<file path="config.mk">
export PLATFORM = sky130hd
export DESIGN_NAME = enemy_path_ctl
export DESIGN_NICKNAME = d
export VERILOG_FILES = /design/src/rtl/enemy_path_ctl.sv
export SDC_FILE = /design/constraint.sdc
export NUM_CORES = 1
export LEC_CHECK = 0
export ABC_CLOCK_PERIOD_IN_PS = 2500
export CAP_MARGIN = 25
export CORE_UTILIZATION = 50
export DETAILED_ROUTE_END_ITERATION = 7
export PLACE_DENSITY = 0.8
export RECOVER_POWER = 100
export SLEW_MARGIN = 40
export SYNTH_ARGS = -nofsm -noshare
export SYNTH_HDL_FRONTEND = slang
export SYNTH_SLANG_ARGS = --single-unit
</file>
<file path="constraint.sdc">
create_clock -name pclk -period 2.5 [get_ports pclk]
set_input_delay 0.25 -clock pclk [delete_from_list [all_inputs] [get_ports pclk]]
set_output_delay 0.25 -clock pclk [all_outputs]
set_load 0.02 [all_outputs]
</file>
<file path="src/rtl/enemy_path_ctl.sv">
// enemy_path_ctl: per-enemy controller that walks a waypoint path at a
// programmable step rate, requests shots periodically, dies on a collision
// hit and respawns at the start of the path after a fixed number of steps.
// The waypoint tables come in as packed parameters, with waypoint i in
// bits [i*12 +: 12]. The build flow fills them from enID_x.txt and
// enID_y.txt. The default tables are a flat path derived from ID.
`timescale 1ns/1ps
module enemy_path_ctl #(
    parameter int unsigned ID            = 1,
    parameter int unsigned PATH_LEN      = 152,
    parameter int unsigned ADDR_W        = 8,
    parameter int unsigned STEP_DIV      = 1000000,
    parameter int unsigned SHOT_PERIOD   = 64,
    parameter int unsigned RESPAWN_STEPS = 128,
    parameter logic [PATH_LEN*12-1:0] X_PATH = {PATH_LEN{12'(ID)}},
    parameter logic [PATH_LEN*12-1:0] Y_PATH = {PATH_LEN{12'(ID)}}
) (
    input  logic              pclk,
    input  logic              rst,
    input  logic              en,
    input  logic              hit,
    output logic [11:0]       xpos_out,
    output logic [11:0]       ypos_out,
    output logic              alive,
    output logic              shot,
    output logic              kill,
    output logic [ADDR_W-1:0] step_idx
);

    localparam int DIV_W  = $clog2(STEP_DIV);
    localparam int SHOT_W = (SHOT_PERIOD > 1) ? $clog2(SHOT_PERIOD) : 1;
    localparam int DEAD_W = (RESPAWN_STEPS > 1) ? $clog2(RESPAWN_STEPS) : 1;

    localparam logic [DIV_W-1:0]  DIV_LAST  = DIV_W'(STEP_DIV - 1);
    localparam logic [SHOT_W-1:0] SHOT_LAST = SHOT_W'(SHOT_PERIOD - 1);
    localparam logic [DEAD_W-1:0] DEAD_LAST = DEAD_W'(RESPAWN_STEPS - 1);
    localparam logic [ADDR_W-1:0] ADDR_LAST = ADDR_W'(PATH_LEN - 1);

    typedef enum logic [1:0] {
        S_IDLE  = 2'd0,
        S_ALIVE = 2'd1,
        S_DEAD  = 2'd2
    } state_t;

    state_t            state_q;
    logic [ADDR_W-1:0] addr_q;
    logic [DIV_W-1:0]  div_q;
    logic [SHOT_W-1:0] shot_cnt_q;
    logic [DEAD_W-1:0] dead_q;
    logic [11:0]       xpos_q;
    logic [11:0]       ypos_q;
    logic              alive_q;
    logic              shot_q;
    logic              kill_q;

    logic [11:0]       xpos_d;
    logic [11:0]       ypos_d;
    logic              tick;

    // Read-only waypoint tables unpacked from the parameter vectors.
    logic [11:0] xrom [PATH_LEN];
    logic [11:0] yrom [PATH_LEN];

    for (genvar i = 0; i < PATH_LEN; i++) begin : g_rom
        assign xrom[i] = X_PATH[i*12 +: 12];
        assign yrom[i] = Y_PATH[i*12 +: 12];
    end

    // Waypoint lookup for the current address. Addresses past the end of the path read as 0.
    always_comb begin
        xpos_d = '0;
        ypos_d = '0;
        for (int i = 0; i < PATH_LEN; i++) begin
            if (addr_q == ADDR_W'(i)) begin
                xpos_d = xrom[i];
                ypos_d = yrom[i];
            end
        end
    end

    // One step tick per STEP_DIV enabled cycles once the enemy is in play.
    assign tick = en && (state_q != S_IDLE) && (div_q == DIV_LAST);

    // Main controller: step divider, path walk, shot cadence, death/respawn and registered outputs.
    always_ff @(posedge pclk or posedge rst) begin
        if (rst) begin
            state_q    <= S_IDLE;
            addr_q     <= '0;
            div_q      <= '0;
            shot_cnt_q <= '0;
            dead_q     <= '0;
            xpos_q     <= '0;
            ypos_q     <= '0;
            alive_q    <= 1'b0;
            shot_q     <= 1'b0;
            kill_q     <= 1'b0;
        end else begin
            shot_q  <= 1'b0;
            kill_q  <= 1'b0;
            alive_q <= (state_q == S_ALIVE);
            // Position tracks the path only while alive. Otherwise it keeps the last drawn spot.
            if (state_q == S_ALIVE) begin
                xpos_q <= xpos_d;
                ypos_q <= ypos_d;
            end
            if (en) begin
                if (state_q != S_IDLE) begin
                    div_q <= tick ? '0 : div_q + DIV_W'(1);
                end
                unique case (state_q)
                    S_IDLE: begin
                        state_q <= S_ALIVE;
                        addr_q  <= '0;
                        div_q   <= '0;
                    end
                    S_ALIVE: begin
                        // A hit wins over a coincident tick: no advance, no shot.
                        if (hit) begin
                            state_q    <= S_DEAD;
                            kill_q     <= 1'b1;
                            dead_q     <= '0;
                            shot_cnt_q <= '0;
                        end else if (tick) begin
                            addr_q <= (addr_q == ADDR_LAST) ? '0 : addr_q + ADDR_W'(1);
                            if (shot_cnt_q == SHOT_LAST) begin
                                shot_cnt_q <= '0;
                                shot_q     <= 1'b1;
                            end else begin
                                shot_cnt_q <= shot_cnt_q + SHOT_W'(1);
                            end
                        end
                    end
                    S_DEAD: begin
                        if (tick) begin
                            if (dead_q == DEAD_LAST) begin
                                state_q    <= S_ALIVE;
                                addr_q     <= '0;
                                shot_cnt_q <= '0;
                                div_q      <= '0;
                                dead_q     <= '0;
                            end else begin
                                dead_q <= dead_q + DEAD_W'(1);
                            end
                        end
                    end
                    default: state_q <= S_IDLE;
                endcase
            end
        end
    end

    assign xpos_out = xpos_q;
    assign ypos_out = ypos_q;
    assign alive    = alive_q;
    assign shot     = shot_q;
    assign kill     = kill_q;
    assign step_idx = addr_q;

endmodule

</file>
======== Yosys cells after proc, flatten, opt, wreduce, memory -nomap -nowiden ========
Index checks and enable logic that the tools add are counted.
word-level totals
  register bits ........................... 58
  word-level logic and storage cells ...... 371
  bits of input ports ..................... 4
  output and inout bits ................... 35
cells by class
  eq/ne operators ......................... 162
  reductions and logical operators ........ 11
  mux-type cells .......................... 185
  add/subtract/negate cells ............... 4
operators with widths
  cell                     count
  $mux W12                 151
  $eq A8 B7 Y1 const B     64
  $eq A8 B6 Y1 const B     32
  $eq A8 B8 Y1 const B     24
  $eq A8 B5 Y1 const B     16
  $mux W20                 4
  $eq A8 B4 Y1 const B     8
  $mux W8                  5
  $pmux W20 S2             1
  $eq A8 B3 Y1 const B     4
  $mux W6                  5
  $pmux W8 S3              1
  $mux W7                  3
  $add A20 B1 Y20 const B  1
  $eq A20 B20 Y1 const B   1
  $eq A8 B2 Y1 const B     2
  $pmux W7 S2              1
  $pmux W6 S2              1
  $ne A2 B2 Y1 const B     5
  $mux W1                  9
  $add A8 B1 Y8 const B    1
  $eq A8 B1 Y1 const B     1
  $logic_not A8 Y1         1
  $reduce_and A4 Y1        2
  15 further kinds         19

======== Longest topological paths before layout ========
  word-level depth ........................ 153
  mapped depth ............................ 8
  gate-level depth less buffers ........... 6

======== Least setup slack after synthesis ========
Ideal clock, no wire load.
  path type ............................... register -> register
  start point ............................. register div_q[0]
  end point ............................... register addr_q[7], in the netlist step_idx[7]
  library setup time ...................... 0.124 ns
  slack ................................... 0.278 ns
  stages on the path, launching flop included .. 8
  clock period less this slack ............ 2.222 ns
  data arrival time ....................... 2.099 ns
  data required time ...................... 2.376 ns
  path buffers ............................ 1
  cell sequence ........................... dfrtp_1 ha_1 o21ai_0 or2_1 buf_6 or4_4 a21o_1 a211o_1
on the way
  longest elaborated chain between the ends .. 4
  elaborated cells on any way between the ends .. 5
  classes of those cells .................. 3 x eq/ne; 2 x reduce/logical
RTL lines
  item                           line  RTL
  from (decl)                    47    logic [DIV_W-1:0] div_q;
  from (signal assigned)         108   div_q <= tick ? '0 : div_q + DIV_W'(1);
  $eq A20 B20 Y1 *               82    assign tick = en && (state_q != S_IDLE) && (div_q == DIV_LAST);
  $logic_and A1 B1 Y1 *          82
  $ne A2 B2 Y1 (no line)         n/a
  $reduce_and A6 Y1 (no line) *  n/a
  to (signal assigned)           124   addr_q <= (addr_q == ADDR_LAST) ? '0 : addr_q + ADDR_W'(1);
  to (decl)                      46    logic [ADDR_W-1:0] addr_q;
Every way passes the cells marked *; elsewhere a longest branch is shown, timed or not.
A chain may end at the register's enable or synchronous reset.

======== Worst setup path after layout ========
  start point ............................. register div_q[14]
  end point ............................... register addr_q[7], in the netlist step_idx[7]
The elaborated chain is that of the path after synthesis.

==> metrics.md <==
| Metric | Value |
|---|---|
| Worst IR drop on VDD | 0.345 mV |
| Endpoint arrival time on the critical path | 2.58 ns |
| Via count of the first global-routing pass | 2516 |
| Die height | 79.8 µm |
| Summed negative setup slack over all endpoints | 0 ns |
| Top post-synthesis cells by count | dfrtp_1, nand2_1, nor2_1 |
| Worst R2R End | step_idx[7] |
| Total wire length | 6980 µm |
| Result of the run | complete, no violations |
| Peak Freq | 420 MHz |
| Worst Min Path Start | ypos_out[0] |
| Kind of end point of the critical path | flop |
| Hold endpoint | ypos_out[0] |
| Number of synthesized flops with an enable pin | 0 |
| Layout Nets | 388 |
| Maximum number of pins on one net before global-route repair | 48 |
| Final WS setup | 0.119 ns |
| # setup viols final | 0 |
| Post-CTS resize count | 0 |
| GRT overflow | 0 |
| Hold bufs inserted after CTS | 0 |
| Residual antenna-violating net count after detailed routing | 0 |
| Count of buffer and inverter cells on the critical path | 0 |
| Die X-Extent | 79.8 µm |
| Worst R2R Start | div_q[14] |
| Vias | 2755 |
| Antenna diode instance count | 0 |
| Post-synthesis cell type with the largest combined area | dfrtp_1 |
| Cell types occupying the most area after synthesis | dfrtp_1, buf_4, nand3_1 |
| Headroom to the max-slew limit | 21.8% |
| Least-Margin Pin Slew | 1.17 ns |
| Core region area | 0.00568 mm² |
| Number of distinct standard cells referenced by the synthesized netlist | 54 |
| Antenna violations before repair | 0 |
| Fraction of final layout cells with drive strength greater than 1 | 7.14% |
| Hold Fails Final Rpt | 0 |
| Global-route usage over all layers | 23.1% |
| Final period demand of the worst path | 2.38 ns |
| Post-synthesis instance area | 0.00302 mm² |
| Cell depth of the worst min-delay path | 2 |
| Post-CTS clock slew at the launch and capture registers of the worst setup and hold paths | 0.09 ns |
| IO buf count | 16 |
| Full die area | 0.00636 mm² |
| Vias per std cell | 6.12 |
| Startpoint type of the worst setup path | flop |
| Number of clock sinks | 47 |
| Global Route met3 Usage | 3.31% |
| H-tree depth | 2 |
| Busiest grt layer | met2 |
| Count of final max-slew check failures | 0 |
| Seq cells post-synth | 47 |
| CTS buffer count | 5 |
| Top cell family by delay on the critical path | simple AND/OR/NAND/NOR gates |
| Cell chosen for the clock root | clkbuf_8 |
| Worst path cell trace | nor4bb_1 -> nand4_1 -> or4_4 -> a21o_1 -> a211o_1 |
| Setup repair bufs after CTS | 0 |
| Post-synthesis async set-or-reset flop share | 100% |
| CP Max Fanout | 10 |
| Number of max-cap violations | 0 |
| Most frequently used cell type in the post-synthesis netlist | dfrtp_1 |
| Area added between synthesis and finish | 10.6% |
| Yosys warnings | 0 |
| Placer Congestion | 0.925 |
| Sequential fraction of the synthesis area | 38.9% |
| Critical Path RT | 2.70 ns |
| Highest-delay cell along the critical path | or4_4 |
| Primary FF master, synth | dfrtp_1 |
| Placement Setup Slack | 0.0551 ns |
| Iter 0 DRT Violations | 166 |
| Worst clock skew on the final layout | 0.00904 ns |
| Post-detailed-route DRC marker count | 0 |
| Effective utilization at floorplan | 53.3% |
| Avg Inst Size Synth | 8.61 µm² |
| Setup repair after global routing missed its margin | no |
| LEAKAGE | 0.00148 µW |
| Max stage delay on crit path | 0.59 ns |
| Area share of the leading cell type in the synthesized netlist | 38.9% |
| Worst setup slack for register-to-register paths | 0.12 ns |
| Detailed Place HPWL | 4880 µm |
| Critical path type | flop to flop |
| Number of cells on the worst reg-to-reg path | 5 |
| CTS tree | built |
| Worst Hold Class | flop to flop |
| Number of placement rows | 27 |
| Clock latency on the worst-skew pair | 0.31 ns |
| Avg WL per Cell | 15.5 µm |
| I/O pin count | 39 |
| Total iterations of the first detailed-routing run | 5 |
| Pwr Density | 717 mW/mm² |
| Global-route wire length before repair | 11600 µm |
| Met2 Use GR | 39.1% |
| Met1 track demand over resource in global routing | 30.5% |
| Maximum count of clock buffers along a single path | 2 |
| Post-synthesis cell count | 351 |
| Period utilization | 95.2% |
per-layer routing:
metal | wire length, µm | vias to the layer above
met5 | 0 | -
met4 | 65 | 0
met3 | 380 | 7
met2 | 3410 | 104
met1 | 3120 | 1333
li1 | - | 1311
per-stage QoR:
step	instance area, µm²	util [%]	instances	hold WS (ns)	power [µW]
global placement	3280	57.8	442	0.485	1830
floorplan	3100	-	372	0.452	1580
finish	3340	58.9	450	0.510	2400
global route	3340	58.9	450	0.558	2530
CTS	3400	59.8	450	0.307	2450
detailed placement	3280	57.8	442	0.498	1860
worst min-delay path, stage by stage (launching register included):
cell and delay, ns:
dfrtp_1 0.37, nand2_1 0.05, o31ai_1 0.06
kinds of logic (layout without fill, tap and decap cells):
family	after synthesis	count (layout)	synth area share (%)
muxes	8	8	2.69
other	1	22	0.124
xor gates and xnor gates	1	1	0.290
and+or+nand+nor	139	139	25.0
buffers and inverters	57	63	10.6
AOI/OAI and AO/OA	91	91	19.5
DFF	47	47	38.9
adders and majority gates	7	7	2.90
placed cells by master (no fill, tap or decap), drive strengths merged, types with 4 or more instances in the layout:
| cell type | instances |
|---|---|
| nand3 | 23 |
| or3 | 4 |
| ha | 7 |
| or4 | 4 |
| clkinv | 4 |
| dfrtp | 47 |
| nor2 | 25 |
| o211ai | 4 |
| and3 | 7 |
| a41oi | 4 |
| nor3 | 14 |
| clkbuf | 17 |
| buf | 12 |
| nor4 | 5 |
| nand4 | 14 |
| inv | 13 |
| a31oi | 17 |
| a21o | 5 |
| nand2 | 27 |
| conb | 22 |
| a21oi | 19 |
| o21ai | 20 |
| mux2i | 7 |
| dlygate4sd3 | 14 |
state kept, by name, summed over array words and instances (netlist names):
name        cells
alive           1
dead_q          7
div_q          20
kill            1
shot            1
shot_cnt_q      6
state_q         2
step_idx        8
ypos_out        1
worst max path at each step:
stage / endpoint / cells past startpoint / startpoint
after floorplan: step_idx[7] / 7 / div_q[0]
after global placement: step_idx[7] / 6 / en
after detailed placement: step_idx[7] / 6 / en
after CTS: step_idx[7] / 5 / div_q[14]
after global routing: div_q[9] / 9 / div_q[0]
final: step_idx[7] / 5 / div_q[14]
final cells by class:
class	instances	area [µm²]
tap	72	90.1
fill	486	2330
sequential	47	1180
timing repair buffer	39	293
clock buffer	6	82.6
clock inverter	2	35.0
inverter	16	60.1
multi-input combinational	268	1610
where the power goes:
part           internal [µW]  switching [µW]  leakage [µW]  total, µW
Clock                    324             272     0.0000612        596
Sequential               879             137      0.000631       1020
Combinational            274             511      0.000792        785
Total                   1480             919       0.00148       2400
(Power assumes the default switching activity.)
